`src/rtl/pipe_event_counters.sv`:
```
`default_nettype none
// ============================================================================
//  Module   : pipe_event_counters
//  Purpose  : Pipeline performance monitor. Channel 0 counts active cycles,
//             channels 1..NUM_EVT count single-cycle event strobes. A
//             snapshot copies every live counter into a shadow register in
//             one edge so software can read a coherent set back one channel
//             at a time. Each channel keeps a sticky overflow flag and
//             either wraps or saturates.
//  Ports    : clk_i      - clock, rising-edge active
//             rst_i      - asynchronous active-high reset
//             start_i    - global count enable
//             evt_i      - event strobes, bit k-1 feeds channel k
//             freeze_i   - holds all counters while high
//             clr_i      - synchronous clear of counters and overflow flags
//             snap_req_i - snapshot request
//             snap_ack_o - one-cycle acknowledge of an accepted snapshot
//             sel_i      - readback channel select
//             rd_data_o  - shadow[sel_i], 0 when sel_i > NUM_EVT
//             ovf_o      - sticky overflow flag per channel
//  Revision : 1.0 - initial release
// ============================================================================
module pipe_event_counters #(
  parameter  int NUM_EVT  = 4,
  parameter  int CNT_W    = 32,
  parameter  int SATURATE = 0,
  localparam int SEL_W    = $clog2(NUM_EVT + 1)
) (
  input  logic               clk_i,
  input  logic               rst_i,
  input  logic               start_i,
  input  logic [NUM_EVT-1:0] evt_i,
  input  logic               freeze_i,
  input  logic               clr_i,
  input  logic               snap_req_i,
  output logic               snap_ack_o,
  input  logic [SEL_W-1:0]   sel_i,
  output logic [CNT_W-1:0]   rd_data_o,
  output logic [NUM_EVT:0]   ovf_o
);

  localparam int               NCH     = NUM_EVT + 1;
  localparam logic [CNT_W-1:0] CNT_MAX = '1;

  logic [CNT_W-1:0] cnt_q [NCH];
  logic [CNT_W-1:0] cnt_d [NCH];
  logic [CNT_W-1:0] shd_q [NCH];
  logic [NCH-1:0]   ovf_q;
  logic [NCH-1:0]   ovf_d;
  logic [NCH-1:0]   inc;
  logic             ack_q;
  logic             acc;

  // A request is ignored during its own ack cycle, so a held request is
  // accepted every other cycle.
  assign acc = snap_req_i & ~ack_q;

  // Channel 0 is a constant-one event: it counts every enabled cycle.
  assign inc = {evt_i, 1'b1} & {NCH{start_i & ~freeze_i}};

  always_comb begin
    for (int k = 0; k < NCH; k++) begin
      cnt_d[k] = cnt_q[k];
      ovf_d[k] = ovf_q[k];
      if (clr_i) begin
        cnt_d[k] = '0;
        ovf_d[k] = 1'b0;
      end else if (inc[k]) begin
        if (cnt_q[k] == CNT_MAX) begin
          ovf_d[k] = 1'b1;
          cnt_d[k] = (SATURATE != 0) ? cnt_q[k] : '0;
        end else begin
          cnt_d[k] = cnt_q[k] + 1'b1;
        end
      end
    end
  end

  // Shadows take the pre-edge counter value, so a snapshot on the same edge
  // as a clear closes one interval exactly as the next one starts.
  always_ff @(posedge clk_i or posedge rst_i) begin
    if (rst_i) begin
      for (int k = 0; k < NCH; k++) begin
        cnt_q[k] <= '0;
        shd_q[k] <= '0;
      end
      ovf_q <= '0;
      ack_q <= 1'b0;
    end else begin
      for (int k = 0; k < NCH; k++) begin
        cnt_q[k] <= cnt_d[k];
        if (acc) begin
          shd_q[k] <= cnt_q[k];
        end
      end
      ovf_q <= ovf_d;
      ack_q <= acc;
    end
  end

  // Compare-based mux keeps out-of-range selects returning zero without
  // indexing past the array.
  always_comb begin
    rd_data_o = '0;
    for (int k = 0; k < NCH; k++) begin
      if (sel_i == SEL_W'(k)) begin
        rd_data_o = shd_q[k];
      end
    end
  end

  assign snap_ack_o = ack_q;
  assign ovf_o      = ovf_q;

endmodule
`default_nettype wire

```
`config.mk`:
```
export PLATFORM = sky130hd
export DESIGN_NAME = pipe_event_counters
export DESIGN_NICKNAME = d
export VERILOG_FILES = /design/src/rtl/pipe_event_counters.sv
export SDC_FILE = /design/constraint.sdc
export NUM_CORES = 1
export LEC_CHECK = 0
export ABC_AREA = 0
export CORE_ASPECT_RATIO = 0.5
export CORE_MARGIN = 2
export CORE_UTILIZATION = 43
export DETAILED_ROUTE_END_ITERATION = 16
export PLACE_DENSITY_LB_ADDON = 0.12
export REMOVE_ABC_BUFFERS = 1
export SLEW_MARGIN = 10
export SYNTH_ARGS = -nofsm -noshare
export SYNTH_HDL_FRONTEND = slang
export SYNTH_SLANG_ARGS = --single-unit
```
`constraint.sdc`:
```
create_clock -name clk_i -period 15.45 [get_ports clk_i]
set_input_delay 4.635 -clock clk_i [delete_from_list [all_inputs] [get_ports clk_i]]
set_output_delay 4.635 -clock clk_i [all_outputs]
set_load 0.05 [all_outputs]
```
* Yosys cells after proc, flatten, opt, wreduce, memory -nomap -nowiden
Cells that the tools add are included.
** Storage, ports and cells
- Logic and storage cells :: 86
- Input bits :: 13
- Output and inout port bits :: 38
- Flip-flop bits (word level) :: 326
** Cells by class
- Equal/unequal tests :: 9
- Reduce and logical (&&, ||, !) cells :: 16
- Add/sub/neg operators :: 5
- Muxes and demuxes :: 35
- Bitwise operators :: 5
** Operators with widths (number)
- 2-to-1 mux 32 bit :: 20
- adder 32 x 1 -> 32 bit (second input constant) :: 5
- equality test 32 bit (second input constant) :: 5
- nonzero test 2 bit :: 10
- 2-to-1 mux 1 bit :: 15
- AND reduction 2 bit :: 5
- equality test 3 x 2 -> 1 bit (second input constant) :: 2
- AND 5 bit :: 1
- equality test 3 x 1 -> 1 bit (second input constant) :: 1
- equality test 3 bit (second input constant) :: 1
- zero test 3 bit :: 1
- AND 1 bit :: 2
- inverter 1 bit :: 2

* Depth between registers and ports, before layout
Gate-level depths: netlist of the first run.
- Depth in word-level cells :: 6
- Depth in mapped cells :: 8
- Mapped depth without buffers :: 6

* Least setup slack after synthesis of the first run
Ideal clock, no wire load.
- Kind :: input to output
- From :: input sel_i[1]
- To :: output rd_data_o[15]
- Path slack :: 4270 ps
- Data required time :: 10815 ps
- Path buffers :: 2
- Data arrival time :: 6545 ps
- Stages on the path :: 5
- Path through :: clkbuf_1 > buf_1 > mux4_2 > inv_1 > o21ai_0
** Between the ends
- Longest elaborated chain between the ends :: 6
- Elaborated cells on any way between the ends :: 10
- Classes of those cells :: eq/ne (4); mux (5); reduce/logical (1)
** Ends and longest elaborated chain
- from (decl) :: RTL line 37 : input logic [SEL_W-1:0] sel_i,
- zero test 3 bit :: RTL line 106 : if (sel_i == SEL_W'(k)) begin
- 2-to-1 mux 32 bit (4 in a row) :: RTL line 106
- 2-to-1 mux 32 bit * :: RTL line 106
- to (decl) :: RTL line 38 : output logic [CNT_W-1:0] rd_data_o,
Mark *: on every way between the ends. The rest lies on a longest branch, timed or not.

* Final worst setup path of the first run
- From :: input sel_i[1]
- To :: output rd_data_o[9]
Same word-level chain as after synthesis.

==> impl_metrics.json, run 1 <==
{
  "critPathTopFamily": "buffers and inverters",
  "relSlewSlack_pct": 32.52,
  "rsz0062_at_grt": "false",
  "cap_violations": 0,
  "worstPathCellList": "clkdlybuf4s50_1, buf_4, and2_1, a21oi_1, o22ai_1, clkdlybuf4s50_1",
  "crit_arrival_ps": 7620,
  "endpoint_kind": "output pin",
  "yosys-top-cells-area": "dfrtp_1, mux2_2, nor2_1",
  "fin_skew_ps": 13.67,
  "first_pass_iters": 5,
  "drive_gt1_share_pct": 17.53,
  "max_freq_ghz": 0.08158,
  "tritoncts": "yes",
  "die_h_um": 138.2,
  "critical_path_buf_inv_count": 3,
  "synth_top_cell_by_area": "dfrtp_1",
  "ys_seq_area_share_pct": 52.68,
  "avgSynthCellArea_um2": 10.96,
  "ir_drop_mv": 0.06561,
  "ctsResizeCount": 0,
  "ys_warn_count": 0,
  "root_buffer": "clkbuf_16",
  "postPlaceCellArea_um2": 16430,
  "synth-seq-cells": 326,
  "initial_core_util_pct": 43.40,
  "tightestPinTransition_ps": 1012,
  "crit_type": "in2out",
  "synth_cell_type_count": 56,
  "hold_class": "reg2reg",
  "syn_inst": 1413,
  "fin_nets": 1455,
  "synth_enable_flop_cells": 0,
  "clkLatencyLatePin_ps": 570,
  "finalCriticalPeriod_ps": 12260,
  "grt_pass1_wl_um": 64030,
  "tns_ps": 0,
  "clockBufferDepth": 3,
  "finalSetupViolCount": 0,
  "slew_viol_final": 0,
  "power.leakage_nw": 7.645,
  "finalCritPeriodShare_pct": 79.34,
  "ant_nets": 0,
  "rows": 49,
  "synth_ff_type": "dfrtp_1",
  "utilization_pct": 48.88,
  "numCtsBuffers": 31,
  "grt_pass1_vias": 10780,
  "synth_area_um2": 15480,
  "ys_top_cells_by_count": "dfrtp_1, nor2_1, mux2_2",
  "synthArstFlopShare_pct": 100.0,
  "syn_to_final_growth_pct": 12.65,
  "post_drt_wl_per_cell_um": 20.67,
  "slowest_stage": "and2_1",
  "fp.coreArea_um2": 35680,
  "startpoint_type": "input port",
  "stdcell_area_um2": 17440,
  "port_buffers": 50,
  "die_area_um2": 37640,
  "dieWidth_um": 272.4,
  "required_ps": 10820,
  "max_stage_delay_ps": 870,
  "yosys.area.top_type_share_pct": 52.68,
  "grt_start_max_net_pins": 162,
  "post_cts_buffers": 0,
  "diodes": 0,
  "place_congestion": 0.8533,
  "hold_viol_final": 0,
  "grt_remaining_overflow": 0,
  "antenna_found_initial": 2,
  "globalRouteMet1Util_pct": 32.04,
  "vias": 10950,
  "path_max_fanout": 36,
  "cp_common_cell": "clkdlybuf4s50_1",
  "h-tree-depth": 1,
  "cts.sinks": 326,
  "synth_most_common_cell": "dfrtp_1",
  "dp_hpwl_um": 27550,
  "p_per_area_nw_per_um2": 97.38,
  "grt_util_all_layers_pct": 21.68,
  "cts.clk_slew.worst_paths_ps": 60,
  "busiest_layer": "met2",
  "viasPerCell": 5.633,
  "gr-usage-met3_pct": 5.176,
  "gr-usage-met2_pct": 32.24,
  "routed_wl_um": 40190,
  "p_total_w": 0.001699,
  "drc": 0,
  "status": "complete, no violations",
  "io_pins": 51,
  "drt_iter0_drc": 790,
  "cts_hold_buf": 0
}
## sequential cells by signal, summed over array words and instances (netlist names)
register	count
snap_ack_o	1
shd_q	160
ovf_o	5
cnt_q	160
## worst paths after layout
check	startpoint	end	slack (ps)	cells past startpoint
min in group asynchronous	rst_i	shd_q[89]$_DFFE_PP0P_	4620	2
setup reg to reg	cnt_q[107]$_DFFE_PP0P_	cnt_q[113]$_DFFE_PP0P_	12310	5
hold reg to reg	shd_q[144]$_DFFE_PP0P_	shd_q[144]$_DFFE_PP0P_	510	1
max in group asynchronous	rst_i	shd_q[124]$_DFFE_PP0P_	8500	4
hold / removal	shd_q[144]$_DFFE_PP0P_	shd_q[144]$_DFFE_PP0P_	510	1
setup / recovery	sel_i[1]	rd_data_o[9]	3190	6
## metrics by stage
stage	hold slack [ps]	std cells	worst slack (ps)
floorplan	475.5	1334	1789
global placement	471.7	1888	3314
detailed placement	479.7	1888	3235
CTS	495.1	1944	3229
global route	522.9	1944	3050
finish	505.3	1944	3193
## cell families after synthesis
family,after synthesis,synth area share [%]
muxes,192,14.27
DFF,326,52.68
buffers and inverters,106,2.844
and+or+nand+nor,507,16.21
AOI/OAI and AO/OA,133,5.446
adders and majority gates,5,0.4040
xor gates and xnor gates,144,8.145
## layout make-up
type	count	area, µm²
Sequential cell	326	8158
Timing Repair Buffer	70	658.1
Clock buffer	42	877.1
Tap cell	484	605.6
Clock inverter	14	126.4
Inverter	27	108.9
Fill cell	3232	18240
Multi-Input combinational cell	981	6909
## cell usage in the layout (no fill, tap or decap), types with 10 or more instances in the layout
cell type | Yosys | final
a21oi_1 | 44 | 44
buf_4 | 1 | 19
xor2_1 | 82 | 82
clkinv_2 | 0 | 10
and3_1 | 17 | 17
clkdlybuf4s50_1 | 0 | 49
nand3_1 | 66 | 66
inv_1 | 27 | 26
o22ai_1 | 25 | 25
nand4_1 | 55 | 55
a22oi_1 | 25 | 25
nor2_1 | 198 | 198
nor4_1 | 17 | 17
nand2_1 | 66 | 66
xnor2_1 | 62 | 62
mux2i_1 | 25 | 25
clkbuf_16 | 0 | 31
dfrtp_1 | 326 | 326
nor3_1 | 30 | 30
and4_1 | 18 | 18
o21ai_0 | 13 | 13
mux2_2 | 160 | 160
## per-layer routing
| layer | up-vias | wire [µm] |
|---|---|---|
| met5 | - | 0 |
| met4 | 0 | 964 |
| met3 | 61 | 2392 |
| met2 | 247 | 17640 |
| met1 | 5610 | 19190 |
| li1 | 5033 | - |
## where the power goes
| part | internal, W | total [W] | switching, W |
|---|---|---|---|
| logic | 0.0000204 | 0.0000760 | 0.0000556 |
| registers | 0.000856 | 0.000858 | 0.00000230 |
| clock network | 0.000430 | 0.000764 | 0.000335 |
Power figures use the tool's default switching activity.
==> inputs of run 2 (changes only) <==
Clock period 15.45 ns to 12.45 ns, I/O delays scaled along.
==> impl_metrics.json, run 2 (synthesis results as in run 1) <==
{
  "die_area_um2": 37640,
  "dp_hpwl_um": 28140,
  "die_h_um": 138.2,
  "tns_ps": 0,
  "port_buffers": 50,
  "hold_depth": 1,
  "numCtsBuffers": 31,
  "ctsResizeCount": 0,
  "p_per_area_nw_per_um2": 125.8,
  "highest_layer": "met4",
  "rsz0062_at_grt": "false",
  "max_freq_ghz": 0.09535,
  "h-tree-depth": 1,
  "fp.coreArea_um2": 35680,
  "min_from": "ovf_o[0]$_DFFE_PP0P_",
  "fin_skew_ps": 13.01,
  "post_cts_buffers": 0,
  "hold_viol_final": 0,
  "syn_to_final_growth_pct": 13.37,
  "post_drt_wl_per_cell_um": 20.91,
  "required_ps": 8710,
  "hold_class": "reg2reg",
  "endpoint_kind": "output pin",
  "cts.clk_slew.worst_paths_ps": 70,
  "finalCritPeriodShare_pct": 84.24,
  "grt_pass1_wl_um": 63800,
  "ant_nets": 0,
  "clkLatencyLatePin_ps": 570,
  "root_buffer": "clkbuf_16",
  "drc": 0,
  "vias": 10830,
  "cts.sinks": 326,
  "finalCriticalPeriod_ps": 10490,
  "routed_wl_um": 40630,
  "relSlewSlack_pct": 29.40,
  "p_total_w": 0.002208,
  "fin_nets": 1457,
  "dieWidth_um": 272.4,
  "drt_iter0_drc": 830,
  "worstPathCellList": "clkdlybuf4s50_1, buf_4, and2_1, a21oi_1, o22ai_1, clkdlybuf4s50_1",
  "status": "complete, no violations",
  "tritoncts": "yes",
  "cp_common_cell": "clkdlybuf4s50_1",
  "max_stage_delay_ps": 890,
  "initial_core_util_pct": 43.40,
  "timing.hold.ws_ps": 498.7,
  "place_congestion": 0.8596,
  "rows": 49,
  "wl_met2_um": 17800,
  "slew_viol_final": 0,
  "met1_length_um": 20200,
  "cap_violations": 0,
  "timing.rr.end": "cnt_q[113]$_DFFE_PP0P_",
  "startpoint_type": "input port",
  "crit_arrival_ps": 6750,
  "io_pins": 51,
  "r2r_slack_ps": 9260,
  "power.leakage_nw": 7.681,
  "tightestPinTransition_ps": 1059,
  "drive_gt1_share_pct": 17.55,
  "layout_common_cells": "dfrtp_1, nor2_1, mux2_2",
  "layout_commonest_cell": "dfrtp_1",
  "viasPerCell": 5.575,
  "stdcell_area_um2": 17560,
  "r2r_cells": 5,
  "hold_path_end": "ovf_o[0]$_DFFE_PP0P_",
  "ir_drop_mv": 0.07427,
  "grt_remaining_overflow": 0,
  "grt_util_all_layers_pct": 21.72,
  "postPlaceCellArea_um2": 16430,
  "crit_type": "in2out",
  "first_pass_iters": 5,
  "grt_pass1_vias": 10630,
  "routed-wl-met3_um": 2095,
  "finalSetupViolCount": 0,
  "slowest_stage": "and2_1",
  "cts_hold_buf": 0,
  "clockBufferDepth": 3,
  "grt_start_max_net_pins": 125,
  "diodes": 0,
  "antenna_found_initial": 0,
  "r2r_start": "cnt_q[107]$_DFFE_PP0P_",
  "path_max_fanout": 36
}
[run 2: where the power goes]
group	switching, W	leakage (nW)	internal [W]
Combinational	0.0000691	2.60	0.0000252
Clock	0.000423	0.532	0.000625
Sequential	0.00000346	4.55	0.00106
[run 2: worst max-delay path: cells and delay by family]
| family | cells | cell delay, ps |
|---|---|---|
| buf+inv | 3 | 1660 |
| simple gates | 1 | 890 |
| compound gates | 2 | 430 |
[run 2: how the worst max path moves through the flow]
stage | from | to | slack, ps
floorplan | rst_i | cnt_q[0]$_DFFE_PP0P_ | -310
global placement | sel_i[1] | rd_data_o[26] | 2080
detailed placement | sel_i[1] | rd_data_o[14] | 2000
CTS | sel_i[1] | rd_data_o[14] | 1990
global route | sel_i[1] | rd_data_o[9] | 1870
finish | sel_i[1] | rd_data_o[14] | 1960
[run 2: area by class of cell]
class,instances,area [µm²]
clock buffers,39,845.8
clock inverters,14,267.8
fillers,3236,18130
inverters,27,108.9
multi-input cells,981,6909
flip-flops and latches,326,8158
well taps,484,605.6
repair buffers,72,660.6
[run 2: per-layer routing]
metal	up-vias	track usage [%]
met5	-	0
met4	0	3.268
met3	43	4.846
met2	179	31.83
met1	5579	33.46
li1	5031	-
[run 2: per-stage QoR]
| step | std cells | setup slack (ps) | utilization, % |
|---|---|---|---|
| 3_3_place_gp | 1890 | 2085 | 46.06 |
| 2_1_floorplan | 1334 | -311.4 | - |
| 5_1_grt | 1943 | 1872 | 49.20 |
| 3_5_place_dp | 1890 | 1995 | 46.06 |
| 4_1_cts | 1943 | 1991 | 49.18 |
| 6_report | 1943 | 1962 | 49.20 |
